File: config.mk
export PLATFORM = sky130hd
export DESIGN_NAME = systolic_skew_feeder
export DESIGN_NICKNAME = d
export VERILOG_FILES = /design/src/rtl/systolic_skew_feeder.sv
export SDC_FILE = /design/constraint.sdc
export NUM_CORES = 1
export LEC_CHECK = 0
export ABC_AREA = 1
export CAP_MARGIN = 0
export CORE_ASPECT_RATIO = 0.75
export CORE_MARGIN = 2
export CORE_UTILIZATION = 46
export DETAILED_ROUTE_END_ITERATION = 8
export PLACE_DENSITY_LB_ADDON = 0.05
export SLEW_MARGIN = 20
export SYNTH_ARGS = -nofsm -noshare
export SYNTH_HDL_FRONTEND = slang
export SYNTH_SLANG_ARGS = --single-unit
File: constraint.sdc
create_clock -name clk -period 1.4 [get_ports clk]
set_input_delay 0.21 -clock clk [delete_from_list [all_inputs] [get_ports clk]]
set_output_delay 0.21 -clock clk [all_outputs]
set_load 0.1 [all_outputs]
File: src/rtl/systolic_skew_feeder.sv
// systolic_skew_feeder
//   Input stage of the systolic array. Accepts K row-vectors of LANES
//   elements over a valid/ready stream and presents them to the array edge
//   diagonally skewed: lane i is delayed by i steps, with zeros as padding.
//   After the last beat, LANES-1 zero steps drain the diagonal. A one-cycle
//   done pulse then ends the job.
//
// Ports
//   clk        clock; all logic updates on the rising edge
//   rst        synchronous, active-high reset; aborts any job in progress
//   start      begins a job; sampled only in IDLE
//   len        beat count K for the job; sampled with start
//   hold       array stall; freezes all stepping
//   in_valid   input beat valid
//   in_ready   input beat accepted when in_valid && in_ready
//   in_data    lane i = bits [i*WIDTH +: WIDTH]
//   out_en     array advance strobe; high for one cycle after each step
//   out_data   skewed lane data, same packing as in_data
//   out_lvalid bit i set when lane i carries a real element
//   busy       high in STREAM and DRAIN
//   done       one-cycle pulse at job end
module systolic_skew_feeder #(
  parameter int WIDTH = 8,
  parameter int LANES = 4,
  parameter int LEN_W = 16
) (
  input  logic                     clk,
  input  logic                     rst,
  input  logic                     start,
  input  logic [LEN_W-1:0]         len,
  input  logic                     hold,
  input  logic                     in_valid,
  output logic                     in_ready,
  input  logic [LANES*WIDTH-1:0]   in_data,
  output logic                     out_en,
  output logic [LANES*WIDTH-1:0]   out_data,
  output logic [LANES-1:0]         out_lvalid,
  output logic                     busy,
  output logic                     done
);

  localparam int DW = (LANES > 1) ? $clog2(LANES) : 1;

  typedef enum logic [1:0] {
    S_IDLE,
    S_STREAM,
    S_DRAIN,
    S_DONE
  } state_e;

  state_e             state_q, state_d;
  logic [LEN_W-1:0]   beats_q, beats_d;   // beats still to accept
  logic [DW-1:0]      drain_q, drain_d;   // drain steps already taken

  logic                           accept;
  logic                           step;
  logic [LANES-1:0][WIDTH-1:0]    feed_data;
  logic [LANES-1:0]               feed_vld;
  logic [LANES-1:0][WIDTH-1:0]    tail_data;
  logic [LANES-1:0]               tail_vld;
  logic [LANES-1:0][WIDTH-1:0]    out_data_q;
  logic [LANES-1:0]               out_lvalid_q;
  logic                           out_en_q;

  assign in_ready = (state_q == S_STREAM) && !hold;
  assign accept   = in_ready && in_valid;
  assign step     = accept || ((state_q == S_DRAIN) && !hold);

  // Zeros (marked invalid) enter the delay lines while draining.
  assign feed_data = (state_q == S_STREAM) ? in_data : '0;
  assign feed_vld  = {LANES{state_q == S_STREAM}};

  always_comb begin
    state_d = state_q;
    beats_d = beats_q;
    drain_d = drain_q;
    unique case (state_q)
      S_IDLE: begin
        drain_d = '0;
        if (start) begin
          if (len == '0) begin
            state_d = S_DONE;
          end else begin
            beats_d = len;
            state_d = S_STREAM;
          end
        end
      end
      S_STREAM: begin
        if (accept) begin
          beats_d = beats_q - LEN_W'(1);
          if (beats_q == LEN_W'(1)) begin
            state_d = (LANES > 1) ? S_DRAIN : S_DONE;
          end
        end
      end
      S_DRAIN: begin
        if (!hold) begin
          if (drain_q == DW'(LANES - 2)) begin
            state_d = S_DONE;
          end else begin
            drain_d = drain_q + DW'(1);
          end
        end
      end
      S_DONE: begin
        state_d = S_IDLE;
      end
      default: begin
        state_d = S_IDLE;
      end
    endcase
  end

  always_ff @(posedge clk) begin
    if (rst) begin
      state_q <= S_IDLE;
      beats_q <= '0;
      drain_q <= '0;
    end else begin
      state_q <= state_d;
      beats_q <= beats_d;
      drain_q <= drain_d;
    end
  end

  // Per-lane delay lines: lane i holds i stages, lane 0 feeds straight through.
  for (genvar i = 0; i < LANES; i++) begin : g_lane
    if (i == 0) begin : g_direct
      assign tail_data[0] = feed_data[0];
      assign tail_vld[0]  = feed_vld[0];
    end else begin : g_delay
      logic [i-1:0][WIDTH-1:0] line_q;
      logic [i-1:0]            lvld_q;

      always_ff @(posedge clk) begin
        if (rst) begin
          line_q <= '0;
          lvld_q <= '0;
        end else if (step) begin
          line_q[0] <= feed_data[i];
          lvld_q[0] <= feed_vld[i];
          for (int unsigned j = 1; j < i; j++) begin
            line_q[j] <= line_q[j-1];
            lvld_q[j] <= lvld_q[j-1];
          end
        end
      end

      assign tail_data[i] = line_q[i-1];
      assign tail_vld[i]  = lvld_q[i-1];
    end
  end

  always_ff @(posedge clk) begin
    if (rst) begin
      out_en_q     <= 1'b0;
      out_data_q   <= '0;
      out_lvalid_q <= '0;
    end else begin
      out_en_q <= step;
      if (step) begin
        out_data_q   <= tail_data;
        out_lvalid_q <= tail_vld;
      end
    end
  end

  assign out_en     = out_en_q;
  assign out_data   = out_data_q;
  assign out_lvalid = out_lvalid_q;
  assign busy       = (state_q == S_STREAM) || (state_q == S_DRAIN);
  assign done       = (state_q == S_DONE);

endmodule

Yosys cells after proc, flatten, opt, wreduce, memory -nomap -nowiden
Cells that the tools add are included.
{"block": "word_totals", "output_inout_bits": 40, "input_bits": 53, "elab_cells": 60, "ff_bits": 111}
{"block": "op_classes", "eq_ne": 12, "n_mux": 15, "reduce_logical": 13, "addsub": 2}
{"op": "two-way mux 16 bit", "count": 3}
{"op": "two-way mux 32 bit", "count": 1}
{"op": "one-hot mux 16 bit (2 select lines)", "count": 1}
{"op": "== test 16 x 1 -> 1 bit, second input constant", "count": 1}
{"op": "logical NOT 16 bit", "count": 1}
{"op": "two-way mux 2 bit", "count": 8}
{"op": "subtractor 16 x 1 -> 16 bit, second input constant", "count": 1}
{"op": "!= test 2 bit, second input constant", "count": 5}
{"op": "one-hot mux 2 bit (4 select lines)", "count": 1}
{"op": "== test 2 bit, second input constant", "count": 3}
{"op": "AND reduction 5 bit", "count": 1}
{"op": "!= test 2 x 1 -> 1 bit, second input constant", "count": 2}
{"op": "one-hot mux 2 bit (2 select lines)", "count": 1}
{"op": "AND reduction 4 bit", "count": 1}
{"op": "nonzero test 2 bit", "count": 2}
{"op": "logical AND 1 bit", "count": 3}
{"op": "AND reduction 3 bit", "count": 1}
{"op": "adder 2 x 1 -> 2 bit, second input constant", "count": 1}
{"op": "== test 2 x 1 -> 1 bit, second input constant", "count": 1}
{"op": "logical NOT 2 bit", "count": 1}
{"op": "logical OR 1 bit", "count": 2}
{"op": "logical NOT 1 bit", "count": 1}

Logic depth before layout (Yosys ltp)
Gate-level depths: netlist of the first run.
{"block": "depth", "depth_word": 5, "ltp_mapped": 12, "ltp_nobuf": 11}

Least setup slack after synthesis of the first run
Ideal clock, no wire load.
{"block": "synth_timing", "path_kind": "register to output", "startpoint": "register state_q[1]", "endpoint": "output port in_ready", "slack_ps": -1143, "stages_incl_launch_ff": 7, "arrival_ps": 2333, "path_buffers": 2, "t_required_ps": 1190, "cell_sequence": "dfxtp_1 > inv_1 > ha_1 > buf_4 > clkinv_1 > buf_2 > nor2_1"}
{"block": "synth_via", "elab_chain_cells": 2}
{"element": "start, declared", "line": "51", "text": "state_e state_q, state_d;"}
{"element": "start signal, assigned", "line": "121", "text": "state_q <= state_d;"}
{"element": "== test 2 x 1 -> 1 bit"}
{"element": "named net feed_vld[0]", "line": "58", "text": "logic [LANES-1:0] feed_vld;"}
{"element": "logical AND 1 bit", "line": "65", "text": "assign in_ready = (state_q == S_STREAM) && !hold;"}
{"element": "end, declared", "line": "33", "text": "output logic in_ready,"}
The timed path passes the listed nets, and every way through them passes these cells.

Worst setup path in the final report of the first run
{"block": "layout_timing", "startpoint": "register state_q[1]", "endpoint": "register beats_q[13]"}
{"block": "layout_via", "elab_chain_cells": 5, "elab_cells_between_ends": 10, "cone_classes": "eq/ne (4); mux (1); reduce/logical (5)"}
{"element": "== test 2 x 1 -> 1 bit (*)"}
{"element": "named net feed_vld[0]", "line": "58"}
{"element": "logical AND 1 bit", "line": "65"}
{"element": "logical AND 1 bit", "line": "66", "text": "assign accept = in_ready && in_valid;"}
{"element": "!= test 2 bit (no line)"}
{"element": "AND reduction 4 bit (no line)"}
{"element": "end signal, assigned", "line": "122", "text": "beats_q <= beats_d;"}
{"element": "end, declared", "line": "52", "text": "logic [LEN_W-1:0] beats_q, beats_d;"}
Mark *: on every way through the listed nets, which the timed path passes. The rest lies on a longest branch.
A chain may end at the register's enable or synchronous reset.

==> qor.csv, run 1 <==
metric,value,unit
share of cells above drive strength 1,45.9,%
Initial Utilization,47.1,%
max_cap viols,0,
CP required,1680,ps
DRT iter0 DRCs,819,
asr flop ratio synth,0,%
crit path DAT,1950,ps
worst hold-check path type,in2reg,
Critical Path Sink Type,register,
synth top area cells,"dfxtp_1 (46%), nor2_1 (13%), nand2_1 (9.4%)",
register area share after synthesis,46.4,%
DP Cell Count,878,
Worst Tran Pin Value,514,ps
later-pin clock latency in the skew report,360,ps
Synth Net Count,703,
final core utilization,89.5,%
post-DP HPWL,8290,µm
DR pass1 iterations,8,
"EDFF count, synth",0,
CTS Buf Count,9,
Worst-path clk slew,70,ps
fin crit share,119,%
post-route ant nets,0,
post-synth top area cell,dfxtp_1,
die width,119,µm
routed length per instance,23.2,µm
maximum VDD drop,1700,µV
top cell type's share of synthesized area,46.4,%
Pwr Density,2090,nW/µm²
Layout Skew,9.36,ps
post-route insts no fill,938,
vias per inst,6.04,
count of different cell masters after synthesis,31,
Worst Path Max Fanout,6,
Synth-to-Final Area Change,90.1,%
synthesis warning total,0,
final hold vios,0,
ANT cells,0,
P_leak,3.38,nW
Nets,862,
gpl congestion,0.893,
I/O Buffers,92,
root buf cell,clkbuf_16,
RSZ-0062 raised after global routing,true,
Final WS setup,-270,ps
global-route wire length before repair,27900,µm
achievable frequency,599,MHz
endpoints failing setup,105,
initial antenna violation count,0,
min Tclk post-route,1670,ps
CTS max path bufs,2,
synthesized area per cell,7.06,µm²
# DRC,0,
FP Rows,31,
Cells after Synth,642,
core area,9620,µm²
slew margin rel.,65.8,%
DR vias,5663,
failing checks,negative setup slack,
I/O pin count,93,
Overflow after GRT,0,
total wire length,21800,µm
Synth Flop Type,dfxtp_1,
pin count of the biggest net entering global routing,52,
Synth Register Bits,105,
number of global-route vias before repair,5233,
Crit Path Category,reg2reg,
cts hold-fix bufs,0,
CTS Sinks,105,
CTS tree,yes,
CP Launch Type,register,
Die Y,89.9,µm
status,"finished, violations left",
Max Slew Vio Count,0,
GRT Total Usage,33.4,%
Synth Cell Area,4530,µm²
H-tree levels,3,
Die ar.,10700,µm²
## cell type report
cell class                 count  area (µm²)
fill                         425        1010
clock buffer                  10         229
clock inverter                 6        56.3
timing repair buffer         185        2600
multi-input combinational    468        3280
sequential                   105        2110
inverter                      31         163
timing repair inverter         1        16.3
tap                          132         165
## sequential cells by signal, summed over array words and instances, names as in the netlist
register	count
g_lane.g_delay.line_q	48
out_data	32
beats_q	16
drain_q	2
g_lane.g_delay.lvld_q	2
out_lvalid	2
state_q	2
out_en	1
## cells in the final DEF (no fill, tap or decap), drive strengths merged, types with 8 or more instances in the layout
| master | netlist | final |
|---|---|---|
| nor2 | 164 | 164 |
| a21oi | 49 | 49 |
| clkdlybuf4s50 | 0 | 51 |
| nand3 | 47 | 47 |
| inv | 30 | 34 |
| dfxtp | 105 | 105 |
| buf | 22 | 131 |
| nand2 | 117 | 118 |
| clkbuf | 17 | 13 |
| o21ai | 70 | 70 |
| ha | 8 | 8 |
## per-layer routing
metal | global-route usage, % | up-vias | wire length (µm)
met4 | 10.4 | 0 | 1270
met5 | 0 | - | 0
met1 | 43.4 | 2678 | 7890
met3 | 8.76 | 146 | 2310
met2 | 54.4 | 450 | 10300
li1 | - | 2389 | -
## where the power goes
| part | internal (mW) | leakage [nW] | total (mW) | switching (mW) |
|---|---|---|---|---|
| combinational | 4.46 | 2.38 | 11.0 | 6.54 |
| clock | 1.25 | 0.138 | 2.55 | 1.29 |
| sequential | 3.65 | 0.856 | 4.46 | 0.807 |
## kinds of logic after synthesis
family / synth area share, %
AO/OA/AOI/OAI: 14.0
XOR/XNOR: 0.193
adder cells (fa/ha/maj): 2.21
buffers and inverters: 6.74
flip-flops: 46.4
AND/OR/NAND/NOR: 30.4
## what timing repair did
item / in CTS / in global routing
cloned: 23 / 3
gates resized for setup: 184 / 200
hold endpoints to repair: 0 / 0
endpoints found under the setup margin: 103 / 106
buffers inserted: 19 / 8
pin swaps: 24 / 50
## worst paths after layout
path,start,endpoint,slack (ps),depth (start not counted)
max,state_q[1]$_SDFFE_PP0P_,beats_q[13]$_SDFFE_PP0P_,-270,11
min,rst,beats_q[2]$_SDFFE_PP0P_,360,3
max reg2reg,state_q[1]$_SDFFE_PP0P_,beats_q[13]$_SDFFE_PP0P_,-270,11
min reg2reg,drain_q[1]$_SDFFE_PP0P_,drain_q[1]$_SDFFE_PP0P_,480,2
## worst max-delay path, cell delays in order (launching register included)
cell and delay (ps):
dfxtp_2 350, inv_4 50, ha_4 180, buf_6 130
nand2_4 70, nand2_4 60, nor2_4 130, nand2_4 120
buf_6 170, nor2_2 120, nand2_1 80, a21oi_2 140
## metrics by stage
step | setup TNS (ps) | setup slack (ps) | hold slack, ps | area [µm²] | power [mW]
after floorplan | -1300 | -152 | 370 | 4610 | 8.76
after global placement | -28210 | -340 | 453 | 6310 | 11.3
after detailed placement | -31690 | -398 | 456 | 6310 | 11.5
after CTS | -11740 | -206 | 298 | 7920 | 16.1
after global routing | -23780 | -333 | 374 | 8610 | 18.5
final | -19010 | -270 | 362 | 8610 | 18.0
## synth_stat cells, types with 2 or more instances
master and n:
nor2_1 160, nand2_1 114, dfxtp_1 105, o21ai_0 61
a21oi_1 48, nand3_1 46, inv_1 27, clkbuf_1 17
buf_2 13, o21ai_1 9, ha_1 8, buf_4 5
buf_1 3, inv_2 3, nand3b_1 3, nor2_2 3
nand2_2 2, o21bai_2 2
Note: power is estimated with default switching activity, not from simulation.
==> run 2, diff against run 1 <==
--- a/config.mk
+++ b/config.mk
@@ -9,9 +9,10 @@
 export CAP_MARGIN = 0
 export CORE_ASPECT_RATIO = 0.75
 export CORE_MARGIN = 2
-export CORE_UTILIZATION = 46
+export CORE_UTILIZATION = 40
 export DETAILED_ROUTE_END_ITERATION = 8
 export PLACE_DENSITY_LB_ADDON = 0.05
+export SKIP_CTS_REPAIR_TIMING = 1
 export SLEW_MARGIN = 20
 export SYNTH_ARGS = -nofsm -noshare
 export SYNTH_HDL_FRONTEND = slang
==> qor.csv, run 2 (same netlist as run 1, synthesis figures left out) <==
metric,value,unit,change
"commonest non-fill, non-tap cell in the layout",nor2_1,,
top routing layer in use,met4,,
# DRC,0,,unchanged
post-DP HPWL,8440,µm,+1.8%
later-pin clock latency in the skew report,340,ps,-20 ps
Fillers,946,,+120%
post-route ant nets,0,,unchanged
CTS Buf Count,9,,unchanged
Initial Utilization,41.3,%,-5.8 points
DRT iter0 DRCs,380,,-54%
Worst-path clk slew,70,ps,about the same
Nets,828,,-3.9%
max FFs per register,48,,unchanged
max_cap viols,0,,unchanged
I/O Buffers,92,,unchanged
Overflow after GRT,0,,unchanged
I/O pin count,93,,unchanged
FP Rows,33,,+6.5%
CP Launch Type,register,,
Hold WS,311,ps,-50.5 ps
slew margin rel.,78.5,%,+13 points
maximum VDD drop,1450,µV,-15%
DR vias,4540,,-20%
Crit Path Category,reg2reg,,
Metal-1 WL,6530,µm,-17%
DR WL met2,5530,µm,-46%
Worst Tran Pin Value,323,ps,-191 ps
GRT Total Usage,19.7,%,-14 points
Max Slew Vio Count,0,,unchanged
share of cells above drive strength 1,23.3,%,-23 points
post-route insts no fill,912,,-2.8%
failing checks,negative setup slack,,
min Tclk post-route,1650,ps,-22.2 ps
"Most flops, register",g_lane.g_delay.line_q,,
Layout Skew,9.08,ps,-0.276 ps
DP Cell Count,882,,+0.46%
P_leak,3.03,nW,-10%
Pwr Density,2100,nW/µm²,+0.45%
Power Total,14.9,mW,-17%
gpl congestion,0.892,,-0.16%
Worst path max stage delay,360,ps,about the same
DR pass1 iterations,7,,-1
ANT cells,0,,unchanged
CTS tree,yes,,
Synth-to-Final Area Change,56.7,%,
global-route wire length before repair,19300,µm,-31%
"commonest non-fill, non-tap cells in the layout","nor2_1 (134), nand2_1 (110), dfxtp_1 (103), clkdlybuf4s50_1 (51), buf_12 (47)",,
Final WS setup,-248,ps,+22.2 ps
status,"finished, violations left",,
root buf cell,clkbuf_16,,
routed length per instance,14.2,µm,-39%
CP required,1680,ps,about the same
most numerous cell on the critical path,nand2_4,,
met3 wire len,829,µm,-64%
CTS Sinks,105,,unchanged
vias per inst,4.98,,-18%
RSZ-0062 raised after global routing,true,,
worst hold-check path type,in2reg,,
total wire length,13000,µm,-41%
Die ar.,12200,µm²,+14%
Critical Path Sink Type,register,,
Die Y,96.2,µm,+6.9%
number of global-route vias before repair,3995,,-24%
CTS max path bufs,2,,unchanged
H-tree levels,3,,unchanged
crit path DAT,1920,ps,-30 ps
pin count of the biggest net entering global routing,63,,+21%
initial antenna violation count,0,,unchanged
final core utilization,64.6,%,-25 points
core area,11000,µm²,+14%
achievable frequency,607,MHz,+1.3%
fin crit share,118,%,-1.6 points
final hold vios,0,,unchanged
Slowest cell on crit path,dfxtp_4,,
Worst Path Max Fanout,10,,+4
endpoints failing setup,106,,+0.95%
die width,127,µm,+7.0%
crit-path cells,inv_4 > ha_4 > buf_12 > nand3_4 > nand2_4 > nand2_4 > nor2_4 > nand2_4 > buf_12 > nor2_1 > nand2_1 > a21oi_2,,
run 2: cell types whose count changed in the layout (fill, tap and decap cells not counted), sizes merged:
cell and delta:
inv -1, nand2 -1, buf -36, bufinv +1, clkbuf +3
run 2: where the power goes:
part	internal [mW]	switching, mW
clock	1.40	1.14
combinational	3.26	4.91
sequential	3.66	0.540
run 2: final timing paths:
kind,slack (ps),to,from,cells past startpoint
worst max register to register,-250,beats_q[15]$_SDFFE_PP0P_,state_q[1]$_SDFFE_PP0P_,12
worst max-delay path,-250,beats_q[15]$_SDFFE_PP0P_,state_q[1]$_SDFFE_PP0P_,12
worst min register to register,470,g_lane[2].g_delay.line_q[0]$_SDFFE_PP0P_,g_lane[2].g_delay.line_q[0]$_SDFFE_PP0P_,2
worst min-delay path,310,beats_q[2]$_SDFFE_PP0P_,rst,3
run 2: layer usage:
layer | track usage (%) | up-vias
met3 | 4.28 | 8
met1 | 28.0 | 2067
met2 | 31.0 | 139
met5 | 0 | -
met4 | 4.03 | 0
li1 | - | 2326
run 2: worst max-delay path, delay by kind of cell (launching register included):
kind,cells,cell delay [ps]
adders and majority gates,1,170
AOI/OAI and AO/OA,1,110
buffers and inverters,3,340
and+or+nand+nor,7,600
DFF,1,360
run 2: metrics by stage:
step / instance area, µm² / TNS (ps) / setup WS [ps]
after global routing: 7100 / -25770 / -334
final: 7100 / -17910 / -248
after CTS: 6630 / -8840 / -346
after global placement: 6320 / -22770 / -322
after floorplan: 4610 / -1300 / -152
after detailed placement: 6320 / -24790 / -340
run 2: final cells by class:
class | count | area [µm²] | area share, %
multi-input combinational | 467 | 2320 | 32.7
tap | 140 | 175 | 2.47
timing repair buffer | 153 | 2040 | 28.8
clock buffer | 9 | 225 | 3.17
inverter | 31 | 145 | 2.04
sequential | 105 | 2110 | 29.7
clock inverter | 7 | 76.3 | 1.08
